### config.mk
export PLATFORM = sky130hd
export DESIGN_NAME = wb_uart
export DESIGN_NICKNAME = d
export VERILOG_FILES = /design/src/rtl/wb_uart_pkg.sv /design/src/rtl/uart_fifo.sv /design/src/rtl/wb_uart.sv
export SDC_FILE = /design/constraint.sdc
export NUM_CORES = 1
export LEC_CHECK = 0
export BUFFER_PORTS_ARGS = -buffer_cell sky130_fd_sc_hd__buf_2
export CORE_MARGIN = 2
export CORE_UTILIZATION = 43
export CTS_BUF_LIST = sky130_fd_sc_hd__clkbuf_8
export DETAILED_ROUTE_END_ITERATION = 12
export SYNTH_ARGS = -nofsm -noshare
export SYNTH_HDL_FRONTEND = slang
export SYNTH_SLANG_ARGS = --single-unit
### constraint.sdc
create_clock -name clk -period 3.9 [get_ports clk]
set_input_delay 0.195 -clock clk [delete_from_list [all_inputs] [get_ports clk]]
set_output_delay 0.195 -clock clk [all_outputs]
set_load 0.05 [all_outputs]
### src/rtl/wb_uart_pkg.sv
// Shared definitions for the wb_uart slice: register map, STATUS/CTRL bit positions,
// serial FSM state encoding and oversampling constants.
package wb_uart_pkg;

    localparam logic [1:0] ADR_DATA   = 2'd0;
    localparam logic [1:0] ADR_STATUS = 2'd1;
    localparam logic [1:0] ADR_DIV    = 2'd2;
    localparam logic [1:0] ADR_CTRL   = 2'd3;

    localparam int ST_RX_AVAIL = 0;
    localparam int ST_TX_FULL  = 1;
    localparam int ST_TX_EMPTY = 2;
    localparam int ST_TX_IDLE  = 3;
    localparam int ST_RX_OVR   = 4;
    localparam int ST_FRM_ERR  = 5;
    localparam int ST_TX_OVF   = 6;

    localparam int CT_IE_RX  = 0;
    localparam int CT_IE_TX  = 1;
    localparam int CT_IE_ERR = 2;

    localparam int OVERSAMPLE = 16;
    localparam int MID_SAMPLE = 8;

    localparam logic [3:0] LAST_TICK = 4'(OVERSAMPLE - 1);
    localparam logic [3:0] MID_TICK  = 4'(MID_SAMPLE - 1);

    typedef enum logic [1:0] {
        S_IDLE  = 2'd0,
        S_START = 2'd1,
        S_DATA  = 2'd2,
        S_STOP  = 2'd3
    } uart_state_t;

endpackage

### src/rtl/uart_fifo.sv
// 8-bit synchronous FIFO, show-ahead dout, 2**AW entries; pop when empty is ignored,
// push when full is dropped unless a pop frees a slot in the same cycle.
module uart_fifo #(
    parameter int AW = 4
) (
    input  logic          clk,
    input  logic          rst_n,
    input  logic          push,
    input  logic          pop,
    input  logic [7:0]    din,
    output logic [7:0]    dout,
    output logic          full,
    output logic          empty,
    output logic [AW:0]   count
);

    localparam int DEPTH = 1 << AW;

    logic [7:0]    r_mem [DEPTH];
    logic [AW-1:0] r_wr_ptr;
    logic [AW-1:0] r_rd_ptr;
    logic [AW:0]   r_count;
    logic          w_do_push;
    logic          w_do_pop;

    assign empty     = (r_count == '0);
    // count never exceeds DEPTH, so its MSB alone marks full
    assign full      = r_count[AW];
    assign count     = r_count;
    assign dout      = r_mem[r_rd_ptr];
    assign w_do_pop  = pop & ~empty;
    assign w_do_push = push & (~full | w_do_pop);

    always_ff @(posedge clk) begin
        if (w_do_push) r_mem[r_wr_ptr] <= din;
    end

    always_ff @(posedge clk or negedge rst_n) begin
        if (!rst_n) begin
            r_wr_ptr <= '0;
            r_rd_ptr <= '0;
            r_count  <= '0;
        end else begin
            if (w_do_push) r_wr_ptr <= r_wr_ptr + 1'b1;
            if (w_do_pop)  r_rd_ptr <= r_rd_ptr + 1'b1;
            if (w_do_push && !w_do_pop)      r_count <= r_count + 1'b1;
            else if (w_do_pop && !w_do_push) r_count <= r_count - 1'b1;
        end
    end

endmodule

### src/rtl/wb_uart.sv
// Wishbone-slave 8N1 UART: TX/RX FIFOs, 16x baud generator, level irq; read data one cycle after access.
// No ack or stall: a push to a full TX FIFO or an RX byte into a full RX FIFO is dropped and flagged.
module wb_uart
    import wb_uart_pkg::*;
#(
    parameter int          FIFO_AW     = 4,
    parameter logic [15:0] DEFAULT_DIV = 16'd108
) (
    input  logic        clk,
    input  logic        resetn,
    input  logic        wb_stb_i,
    input  logic        wb_cyc_i,
    input  logic        wb_we_i,
    input  logic [13:0] wb_adr_i,
    input  logic [1:0]  wb_sel_i,
    input  logic [15:0] wb_dat_i,
    output logic [15:0] wb_dat_o,
    input  logic        uart_rx,
    output logic        uart_tx,
    output logic        irq
);

    logic              r_req_q, w_acc, w_wr, w_rd;
    logic [1:0]        w_adr;
    logic [15:0]       r_div, r_baud_cnt, r_dat_o, w_status, w_rd_dat;
    logic [2:0]        r_ctrl, w_irq_src;
    logic              w_tick, r_irq;
    logic              r_rx_ovr, r_frm_err, r_tx_ovf;

    logic              w_tx_push, w_tx_pop, w_tx_full, w_tx_empty;
    logic [7:0]        w_tx_dout;
    logic [FIFO_AW:0]  w_tx_count;
    logic              w_rx_push, w_rx_pop, w_rx_full, w_rx_empty;
    logic [7:0]        w_rx_dout;
    logic [FIFO_AW:0]  w_rx_count;

    uart_state_t       r_tx_state, r_rx_state;
    logic [3:0]        r_tx_cnt, r_rx_cnt;
    logic [2:0]        r_tx_bit, r_rx_bit;
    logic [7:0]        r_tx_shift, r_rx_shift;
    logic              r_tx, r_rx_s1, r_rx_s2;
    logic              w_rx_stop, w_unused;

    assign w_unused = ^{wb_adr_i[13:2], wb_sel_i, w_tx_count};

    // A held strobe counts once: only its first cycle is an access
    assign w_acc = wb_stb_i & wb_cyc_i & ~r_req_q;
    assign w_wr  = w_acc & wb_we_i;
    assign w_rd  = w_acc & ~wb_we_i;
    assign w_adr = wb_adr_i[1:0];

    assign w_tick    = (r_baud_cnt == r_div);
    assign w_tx_push = w_wr && (w_adr == ADR_DATA);
    assign w_rx_pop  = w_rd && (w_adr == ADR_DATA) && !w_rx_empty;
    assign w_tx_pop  = w_tick && !w_tx_empty &&
                       ((r_tx_state == S_IDLE) ||
                        ((r_tx_state == S_STOP) && (r_tx_cnt == LAST_TICK)));
    assign w_rx_stop = w_tick && (r_rx_state == S_STOP) && (r_rx_cnt == LAST_TICK);
    assign w_rx_push = w_rx_stop && r_rx_s2;

    uart_fifo #(.AW(FIFO_AW)) u_tx_fifo (
        .clk(clk), .rst_n(resetn), .push(w_tx_push), .pop(w_tx_pop), .din(wb_dat_i[7:0]),
        .dout(w_tx_dout), .full(w_tx_full), .empty(w_tx_empty), .count(w_tx_count)
    );

    uart_fifo #(.AW(FIFO_AW)) u_rx_fifo (
        .clk(clk), .rst_n(resetn), .push(w_rx_push), .pop(w_rx_pop), .din(r_rx_shift),
        .dout(w_rx_dout), .full(w_rx_full), .empty(w_rx_empty), .count(w_rx_count)
    );

    always_comb begin
        w_status              = '0;
        w_status[ST_RX_AVAIL] = ~w_rx_empty;
        w_status[ST_TX_FULL]  = w_tx_full;
        w_status[ST_TX_EMPTY] = w_tx_empty;
        w_status[ST_TX_IDLE]  = w_tx_empty && (r_tx_state == S_IDLE);
        w_status[ST_RX_OVR]   = r_rx_ovr;
        w_status[ST_FRM_ERR]  = r_frm_err;
        w_status[ST_TX_OVF]   = r_tx_ovf;
        w_status[15:8]        = 8'(w_rx_count);
    end

    always_comb begin
        w_rd_dat = '0;
        case (w_adr)
            ADR_DATA:   w_rd_dat = w_rx_empty ? 16'h0 : {8'h0, w_rx_dout};
            ADR_STATUS: w_rd_dat = w_status;
            ADR_DIV:    w_rd_dat = r_div;
            default:    w_rd_dat = {13'h0, r_ctrl};
        endcase
    end

    assign w_irq_src = {r_rx_ovr | r_frm_err | r_tx_ovf, w_tx_empty, ~w_rx_empty};

    always_ff @(posedge clk or negedge resetn) begin
        if (!resetn) begin
            r_req_q    <= 1'b0;
            r_dat_o    <= '0;
            r_div      <= DEFAULT_DIV;
            r_baud_cnt <= '0;
            r_ctrl     <= '0;
            r_irq      <= 1'b0;
            r_rx_ovr   <= 1'b0;
            r_frm_err  <= 1'b0;
            r_tx_ovf   <= 1'b0;
        end else begin
            r_req_q <= wb_stb_i & wb_cyc_i;
            if (w_rd) r_dat_o <= w_rd_dat;
            if (w_wr && (w_adr == ADR_DIV)) begin
                r_div      <= wb_dat_i;
                r_baud_cnt <= '0;
            end else if (w_tick) begin
                r_baud_cnt <= '0;
            end else begin
                r_baud_cnt <= r_baud_cnt + 16'd1;
            end
            if (w_wr && (w_adr == ADR_CTRL)) r_ctrl <= wb_dat_i[2:0];
            // Clears first so a same-cycle event still leaves its flag set
            if (w_wr && (w_adr == ADR_STATUS)) begin
                if (wb_dat_i[ST_RX_OVR])  r_rx_ovr  <= 1'b0;
                if (wb_dat_i[ST_FRM_ERR]) r_frm_err <= 1'b0;
                if (wb_dat_i[ST_TX_OVF])  r_tx_ovf  <= 1'b0;
            end
            if (w_rx_push && w_rx_full && !w_rx_pop) r_rx_ovr  <= 1'b1;
            if (w_rx_stop && !r_rx_s2)               r_frm_err <= 1'b1;
            if (w_tx_push && w_tx_full && !w_tx_pop) r_tx_ovf  <= 1'b1;
            r_irq <= |(r_ctrl & w_irq_src);
        end
    end

    always_ff @(posedge clk or negedge resetn) begin
        if (!resetn) begin
            r_tx_state <= S_IDLE;
            r_tx_cnt   <= '0;
            r_tx_bit   <= '0;
            r_tx_shift <= '0;
            r_tx       <= 1'b1;
        end else if (w_tick) begin
            case (r_tx_state)
                S_IDLE: if (w_tx_pop) begin
                    r_tx_state <= S_START;
                    r_tx_cnt   <= '0;
                    r_tx_shift <= w_tx_dout;
                    r_tx       <= 1'b0;
                end
                S_START: if (r_tx_cnt == LAST_TICK) begin
                    r_tx_state <= S_DATA;
                    r_tx_cnt   <= '0;
                    r_tx_bit   <= '0;
                    r_tx       <= r_tx_shift[0];
                end else begin
                    r_tx_cnt <= r_tx_cnt + 4'd1;
                end
                S_DATA: if (r_tx_cnt == LAST_TICK) begin
                    r_tx_cnt <= '0;
                    if (r_tx_bit == 3'd7) begin
                        r_tx_state <= S_STOP;
                        r_tx       <= 1'b1;
                    end else begin
                        r_tx_bit   <= r_tx_bit + 3'd1;
                        r_tx_shift <= {1'b0, r_tx_shift[7:1]};
                        r_tx       <= r_tx_shift[1];
                    end
                end else begin
                    r_tx_cnt <= r_tx_cnt + 4'd1;
                end
                S_STOP: if (r_tx_cnt == LAST_TICK) begin
                    r_tx_cnt <= '0;
                    if (w_tx_pop) begin
                        r_tx_state <= S_START;
                        r_tx_shift <= w_tx_dout;
                        r_tx       <= 1'b0;
                    end else begin
                        r_tx_state <= S_IDLE;
                    end
                end else begin
                    r_tx_cnt <= r_tx_cnt + 4'd1;
                end
                default: r_tx_state <= S_IDLE;
            endcase
        end
    end

    always_ff @(posedge clk or negedge resetn) begin
        if (!resetn) begin
            r_rx_s1    <= 1'b1;
            r_rx_s2    <= 1'b1;
            r_rx_state <= S_IDLE;
            r_rx_cnt   <= '0;
            r_rx_bit   <= '0;
            r_rx_shift <= '0;
        end else begin
            r_rx_s1 <= uart_rx;
            r_rx_s2 <= r_rx_s1;
            case (r_rx_state)
                S_IDLE: if (!r_rx_s2) begin
                    r_rx_state <= S_START;
                    r_rx_cnt   <= '0;
                end
                S_START: if (w_tick) begin
                    if (r_rx_cnt == MID_TICK) begin
                        r_rx_cnt   <= '0;
                        r_rx_bit   <= '0;
                        r_rx_state <= r_rx_s2 ? S_IDLE : S_DATA;
                    end else begin
                        r_rx_cnt <= r_rx_cnt + 4'd1;
                    end
                end
                S_DATA: if (w_tick) begin
                    if (r_rx_cnt == LAST_TICK) begin
                        r_rx_cnt   <= '0;
                        r_rx_shift <= {r_rx_s2, r_rx_shift[7:1]};
                        if (r_rx_bit == 3'd7) r_rx_state <= S_STOP;
                        else                  r_rx_bit   <= r_rx_bit + 3'd1;
                    end else begin
                        r_rx_cnt <= r_rx_cnt + 4'd1;
                    end
                end
                S_STOP: if (w_tick) begin
                    if (r_rx_cnt == LAST_TICK) begin
                        r_rx_cnt   <= '0;
                        r_rx_state <= S_IDLE;
                    end else begin
                        r_rx_cnt <= r_rx_cnt + 4'd1;
                    end
                end
                default: r_rx_state <= S_IDLE;
            endcase
        end
    end

    assign uart_tx  = r_tx;
    assign irq      = r_irq;
    assign wb_dat_o = r_dat_o;

endmodule

== Word-level counts from Yosys, hierarchy flattened ==
Memory sizes are Yosys's and may differ from the RTL's.
Cells that the tools add are included.

* $add $sub $neg: 13
* Equality and inequality tests: 31
* Multiplexer cells: 68
* Bitwise gates (word level): 19
* Reductions and logical operators: 63

{| class="wikitable"
|+ Operators by type and width
! operator !! count
|-
| $pmux 16 s3 || 1
|-
| $mux 8 || 5
|-
| $mux 16 || 2
|-
| $mux 2 || 14
|-
| $mux 4 || 7
|-
| $add 4x1->4 const B || 6
|-
| $mux 3 || 8
|-
| $ne 2x2->1 const B || 12
|-
| $pmux 8 s3 || 1
|-
| $logic_and 1x1->1 || 22
|-
| $mux 5 || 4
|-
| $reduce_bool 2->1 || 10
|-
| $mux 1 || 19
|-
| $add 16x1->16 const B || 1
|-
| $eq 16x16->1 || 1
|-
| $pmux 2 s4 || 2
|-
| $eq 2x2->1 const B || 6
|-
| $pmux 3 s2 || 2
|-
| $pmux 4 s3 || 1
|-
| $reduce_and 6->1 || 2
|-
| $add 5x1->5 const B || 2
|-
| $logic_not 5->1 || 2
|-
| $reduce_and 5->1 || 2
|-
| $sub 5x1->5 const B || 2
|-
| 22 further kinds || 60
|}

* Register bits after elaboration: 119
* Bits in writable memories: 256
* Output and inout port bits: 18
* Word-level logic and storage cells: 222
* Memories kept: 2

{| class="wikitable"
|+ Memory list
! memory !! depth !! width !! read ports !! clocked after memory_dff !! write ports !! line !! source
|-
| u_rx_fifo.r_mem || 16 || 8 || 1 || 0 || 1 || uart_fifo.sv:19 || <nowiki>logic [7:0] r_mem [DEPTH];</nowiki>
|-
| u_tx_fifo.r_mem || 16 || 8 || 1 || 0 || 1 || uart_fifo.sv:19 ||
|}

== Logic depth before layout (Yosys ltp) ==
* Word-level depth: 12
* Mapped depth: 17
* Mapped depth without buffers: 15

== Cells and area by module ==
Synthesis repeated with hierarchy kept, for this count alone.

* Cell total of the unflattened synthesis: 1,108
* Area total of the unflattened synthesis: 16,394.5 sq um

{| class="wikitable"
|+ Modules (own cells, without submodules)
! module !! instances !! cells an instance !! area an instance (sq um) !! sequential area each (sq um)
|-
| uart_fifo || 2 || 338 || 5,808.1 || 4,169.0
|-
| wb_uart || 1 || 432 || 4,778.3 || 2,336.0
|}

== Worst setup path before layout ==
Ideal clock, no wire load.

* Path kind: reg-to-reg
* From: register u_rx_fifo.r_count[0] (netlist: u_rx_fifo.count[0])
* To: register u_rx_fifo.r_count[4] (netlist: u_rx_fifo.count[4])
* Arrival: 3.138 ns
* Required time: 3.775 ns
* Path slack: 0.636 ns
* Cell stages (with the launch flop): 18
* Buffers on the path: 2
* Cells stage by stage: dfrtp_1 or4_1 or2_1 buf_6 and3_4 buf_6 clkinv_4 nand2_1 nand4_4 inv_4 ha_1 inv_1 ha_1 a21o_1 a21oi_1 xnor2_1 nor2_1 xor2_1

* Word-level cells in the longest chain between the ends: 9

{| class="wikitable"
|+ Ends and longest elaborated chain
! what !! line !! source
|-
| start, declared || uart_fifo.sv:22 || <nowiki>logic [AW:0] r_count;</nowiki>
|-
| start signal, assigned || uart_fifo.sv:46 || <nowiki>if (w_do_push && !w_do_pop) r_count <= r_count + 1'b1;</nowiki>
|-
| start signal, assigned || uart_fifo.sv:47 || <nowiki>else if (w_do_pop && !w_do_push) r_count <= r_count - 1'b1;</nowiki>
|-
| $logic_not 5->1 * || uart_fifo.sv:26 || <nowiki>assign empty = (r_count == '0);</nowiki>
|-
| $logic_not 1->1 || wb_uart.sv:54 || <nowiki>assign w_rx_pop = w_rd && (w_adr == ADR_DATA) && !w_rx_empty;</nowiki>
|-
| $logic_and 1x1->1 || wb_uart.sv:54 ||
|-
| $and 1x1->1 * || uart_fifo.sv:31 || <nowiki>assign w_do_pop = pop & ~empty;</nowiki>
|-
| $or 1x1->1 * || uart_fifo.sv:32 || <nowiki>assign w_do_push = push & (~full | w_do_pop);</nowiki>
|-
| $and 1x1->1 * || uart_fifo.sv:32 ||
|-
| net u_rx_fifo.w_do_push || uart_fifo.sv:23 || <nowiki>logic w_do_push;</nowiki>
|-
| $logic_not 1->1 || uart_fifo.sv:47 ||
|-
| $logic_and 1x1->1 || uart_fifo.sv:47 ||
|-
| $reduce_bool 2->1 (no line) || n/a ||
|}

The timed path passes the listed nets; every way through them passes the cells marked *. The select of a mux whose other input is x is not followed.
A chain may end at the register's enable or synchronous reset.

== Worst setup path after layout ==
* From: register r_div[6]
* To: register u_tx_fifo.r_count[4] (netlist: u_tx_fifo.count[4])

* Word-level cells in the longest chain between the ends: 9

{| class="wikitable"
|+ Ends and longest elaborated chain
! what !! line !! source
|-
| start, declared || wb_uart.sv:25 || <nowiki>logic [15:0] r_div, r_baud_cnt, r_dat_o, w_status, w_rd_dat;</nowiki>
|-
| start signal, assigned || wb_uart.sv:110 || <nowiki>r_div <= wb_dat_i;</nowiki>
|-
| $eq 16x16->1 * || wb_uart.sv:52 || <nowiki>assign w_tick = (r_baud_cnt == r_div);</nowiki>
|-
| $logic_and 1x1->1 * (2 in series) || wb_uart.sv:55 || <nowiki>assign w_tx_pop = w_tick && !w_tx_empty &&</nowiki>
|-
| $and 1x1->1 * || uart_fifo.sv:31 ||
|-
| $or 1x1->1 * || uart_fifo.sv:32 ||
|-
| $and 1x1->1 * || uart_fifo.sv:32 ||
|-
| net u_tx_fifo.w_do_push || uart_fifo.sv:23 ||
|-
| $logic_not 1->1 || uart_fifo.sv:47 ||
|-
| $logic_and 1x1->1 || uart_fifo.sv:47 ||
|-
| $reduce_bool 2->1 (no line) || n/a ||
|-
| end signal, assigned || uart_fifo.sv:46 ||
|-
| end signal, assigned || uart_fifo.sv:47 ||
|-
| end, declared || uart_fifo.sv:22 ||
|}

The timed path passes the listed nets; every way through them passes the cells marked *.

==> metrics.md <==
| Metric | Value |
|---|---|
| Result of the run | complete, no violations |
| Post-synth EDFFs | approximately 260 |
| Sum of net half-perimeters after detailed placement | 21700 um |
| Instance count along the most critical hold path | 4 |
| Critical path startpoint category | register |
| Commonest register cell after synthesis | edfxtp_1 |
| Die extent in x | 197 um |
| Fraction of power consumed by the clock network | 0.349 |
| Total net switching power | 2410 uW |
| Area added between synthesis and finish | 13.8% |
| Total number of placement rows | 70 |
| Mapped cell area | 16000 um^2 |
| Initial antenna violation count | 0 |
| Antenna violation net count after detailed routing | 0 |
| IO Port Bufs | 41 |
| #FFs+latches synth | 375 |
| First-pass iteration count of the detailed router | 5 |
| Final setup fails | 0 |
| Min cycle time layout | about 3.5 ns |
| # Max-Cap Violations | 0 |
| Number of design rule violations left after detail routing | 0 |
| P_leak | about 0.0070 uW |
| Routed wirelength normalized by instance count | 20.6 um |
| Cells after synthesis | a little over 1000 |
| Clock buffers created by TritonCTS | 60 |
| Total nets after synthesis | 1090 |
| Total clock sinks | 375 |
| Required time of the worst setup path | around 4.4 ns |
| Pin count of the biggest net entering global routing | 92 |
| Final global-route overflow total | 0 |
| Number of H-tree levels | 2 |
| Gate power share | 0.123 |
| Aggregate routed wire length | 33800 um |
| Number of slew-limit violations in the final report | 0 |
| Switching portion of total power | 0.267 |
| Delay of the slowest cell on the worst path | 0.57 ns |
| Vias in the first global route | slightly above 9000 |
| Rel. slew slack | 0.331 |
| Sequential share of power | 0.529 |
| Global-route wire length before repair | 53700 um |
| Max rail drop VDD | 0.000265 V |
| Async set or reset register ratio after synthesis | 0.317 |
| Capturing element type of the critical path | register |
| Power after layout | between 9000 and 10000 uW |
| Via count | 8892 |
| Number of nets in the layout | 1191 |
| Master cell of the clock root buffer | clkbuf_8 |
| Bufs on Longest Clock Path | 3 |
| Ratio of total power to cell area | 494 nW/um^2 |
| Height of the die | 197 um |
| Worst min-delay path class | in -> reg |
| Yosys cell types | 66 |
| Syn. warnings | 0 |
| Register-to-Register Path Depth | 14 |
| Quantity of gates resized following cts | 0 |
| Setup TNS | 0 ns |
| RSZ-0062 raised after global routing | no |
| Fraction of layout cells with a size suffix above 1 | 0.240 |
| Part of the Yosys area used for sequential elements | 0.666 |
| Largest clock skew in the final design | 0.0419 ns |
| Int Power | 6600 uW |
| Placeable core region | 36600 um^2 |
| Achievable Freq | around 280 MHz |
| Final hold viol count | 0 |
| Final RePlAce weighted congestion | 0.771 |
| Initial DRC count | 523 |
| Antenna cell count | 0 |
| Post-synthesis average cell area | 15.7 um^2 |
| Arrival time at the worst endpoint | 4.05 ns |
| Biggest fanout along the worst timing path | 9 |
| Initial cell density of the core | 0.437 |
| Number of vias per cell after detailed routing | roughly 5.4 |
| Post-route clock period utilization | 0.902 |
| Transition at the pin with the smallest max-transition slack | 1.00 ns |
| Clock-pin transition on the worst setup and hold timing paths | around 0.070 ns |
| Die area | 38800 um^2 |
| Clk_lat worst skew | 0.65 ns |
| Critical Setup Path Class | reg -> reg |
| Total routing usage reported by global routing | 0.182 |
| Cells along the critical path | xnor2_1, nand4_1, nor4_4, a21boi_2, or2_1, inv_2, ha_1, inv_1, ha_1, a21o_1, a21oi_1, xnor2_1, nor2_1, xor2_1 |
| Clock tree from TritonCTS | done |
| Critical path's slowest cell | dfstp_2 |
| I/O pin cnt | between 50 and 60 |
-- final cells by class --
class / count / area (um^2)
fill: 3102 / 18400
timing repair buffer: 91 / 652
sequential: 375 / 10700
multi-input combinational: 564 / 5060
tap: 468 / 586
clock buffer: 65 / 895
clock inverter: 49 / 238
inverter: 29 / 116
-- path summary, 6_finish.rpt --
check	startpoint	end	slack [ns]
min	wb_adr_i[0]	wb_dat_o[3]	0.06
max in group asynchronous	resetn	r_rx_s1	2.73
max	r_div[6]	u_tx_fifo.count[4]	0.38
min reg2reg	r_rx_s1	r_rx_s2	0.36
max reg2reg	r_div[6]	u_tx_fifo.count[4]	0.38
min in group asynchronous	resetn	r_tx_shift[7]	0.16
-- placed cells by master, fill, tap and decap left out, drive strengths merged, types with 3 or more instances in the layout --
| master | n |
|---|---|
| a211oi | 7 |
| clkbuf | 65 |
| mux2 | 32 |
| and2 | 16 |
| clkinv | 20 |
| and3 | 9 |
| nor3b | 6 |
| xnor2 | 36 |
| mux4 | 68 |
| dfstp | 7 |
| or3 | 5 |
| dfrtp | 112 |
| nor3 | 11 |
| a21o | 4 |
| nor2b | 8 |
| nand3 | 36 |
| mux2i | 22 |
| and4 | 8 |
| o21ai | 41 |
| buf | 70 |
| edfxtp | 256 |
| a31oi | 4 |
| nor4b | 4 |
| xor2 | 12 |
| or2 | 3 |
| nor2 | 59 |
| dlygate4sd3 | 21 |
| a221o | 5 |
| nand4 | 11 |
| a22oi | 12 |
| nand2 | 54 |
| inv | 57 |
| ha | 30 |
| nor4 | 6 |
| a22o | 5 |
| a21oi | 27 |
-- power by group through the flow --
stage               clock network [uW]  registers (uW)  logic (uW)
floorplan                            0            4810         759
global placement                     0            4830        1080
detailed placement                   0            4830        1100
CTS                               3230            4760        1120
global route                      3420            4800        1230
finish                            3140            4760        1100
-- cells in the mapped netlist, types with 11 or more instances --
master	n	area (um^2)
nand2_1	54	203
nor3_1	11	55.1
xnor2_1	36	315
ha_1	30	375
o21ai_0	41	205
mux4_2	68	1530
buf_2	16	80.1
mux2_2	32	360
edfxtp_1	256	7690
a21oi_1	27	135
inv_1	25	93.8
nand3_1	36	180
xor2_1	12	105
a22oi_1	12	90.1
and2_1	15	93.8
dfrtp_1	112	2800
mux2i_1	22	220
clkbuf_1	28	105
nor2_1	58	218
-- what timing repair did --
item	4_1_cts	5_1_grt
hold endpoints to repair	229	0
setup buffers	0	0
hold buffers	21	0
-- through the flow --
| step | cell area (um^2) | cells | setup slack, ns | util | hold WS [ns] |
|---|---|---|---|---|---|
| 2_1_floorplan | 16000 | 1020 | 0.636 | - | -0.101 |
| 3_3_place_gp | 16900 | 1506 | 0.426 | 0.461 | 0.304 |
| 3_5_place_dp | 16900 | 1506 | 0.403 | 0.461 | 0.307 |
| 4_1_cts | 18200 | 1641 | 0.378 | 0.498 | 0.00928 |
| 5_1_grt | 18200 | 1641 | 0.157 | 0.498 | 0.0834 |
| 6_report | 18200 | 1641 | 0.381 | 0.498 | 0.0584 |
-- registers in the layout, summed over array words and instances (netlist names), 5 cells and up, named ones only --
name	count
wb_dat_o	16
u_rx_fifo.count	5
u_tx_fifo.r_mem	128
u_rx_fifo.r_mem	128
r_baud_cnt	16
r_rx_shift	8
r_div	16
u_tx_fifo.count	5
r_tx_shift	8
-- kinds of logic after synthesis --
kind of cell	after synthesis	share of synthesized area
compound gates	119	0.0476
xor+xnor	48	0.0262
fa+ha+maj	32	0.0259
buf+inv	81	0.0216
flops	375	0.666
mux	122	0.132
simple gates	243	0.0803
-- metal layers --
metal  up-vias  GRT usage  wire [um]
li1       4125          -          -
met1      4548      0.243      15100
met2       165      0.303      16600
met3        54     0.0395       1470
met4         0     0.0526        663
met5         -          0          0
-- critical path, delay by kind of cell (launching register included) --
kind	cells	cell delay (ns)
AO/OA/AOI/OAI	3	0.47
XOR/XNOR	3	0.41
adder cells (fa/ha/maj)	2	0.63
buffers and inverters	2	0.28
flip-flops	1	0.57
AND/OR/NAND/NOR	4	1.04
Power figures use the tool's default switching activity.
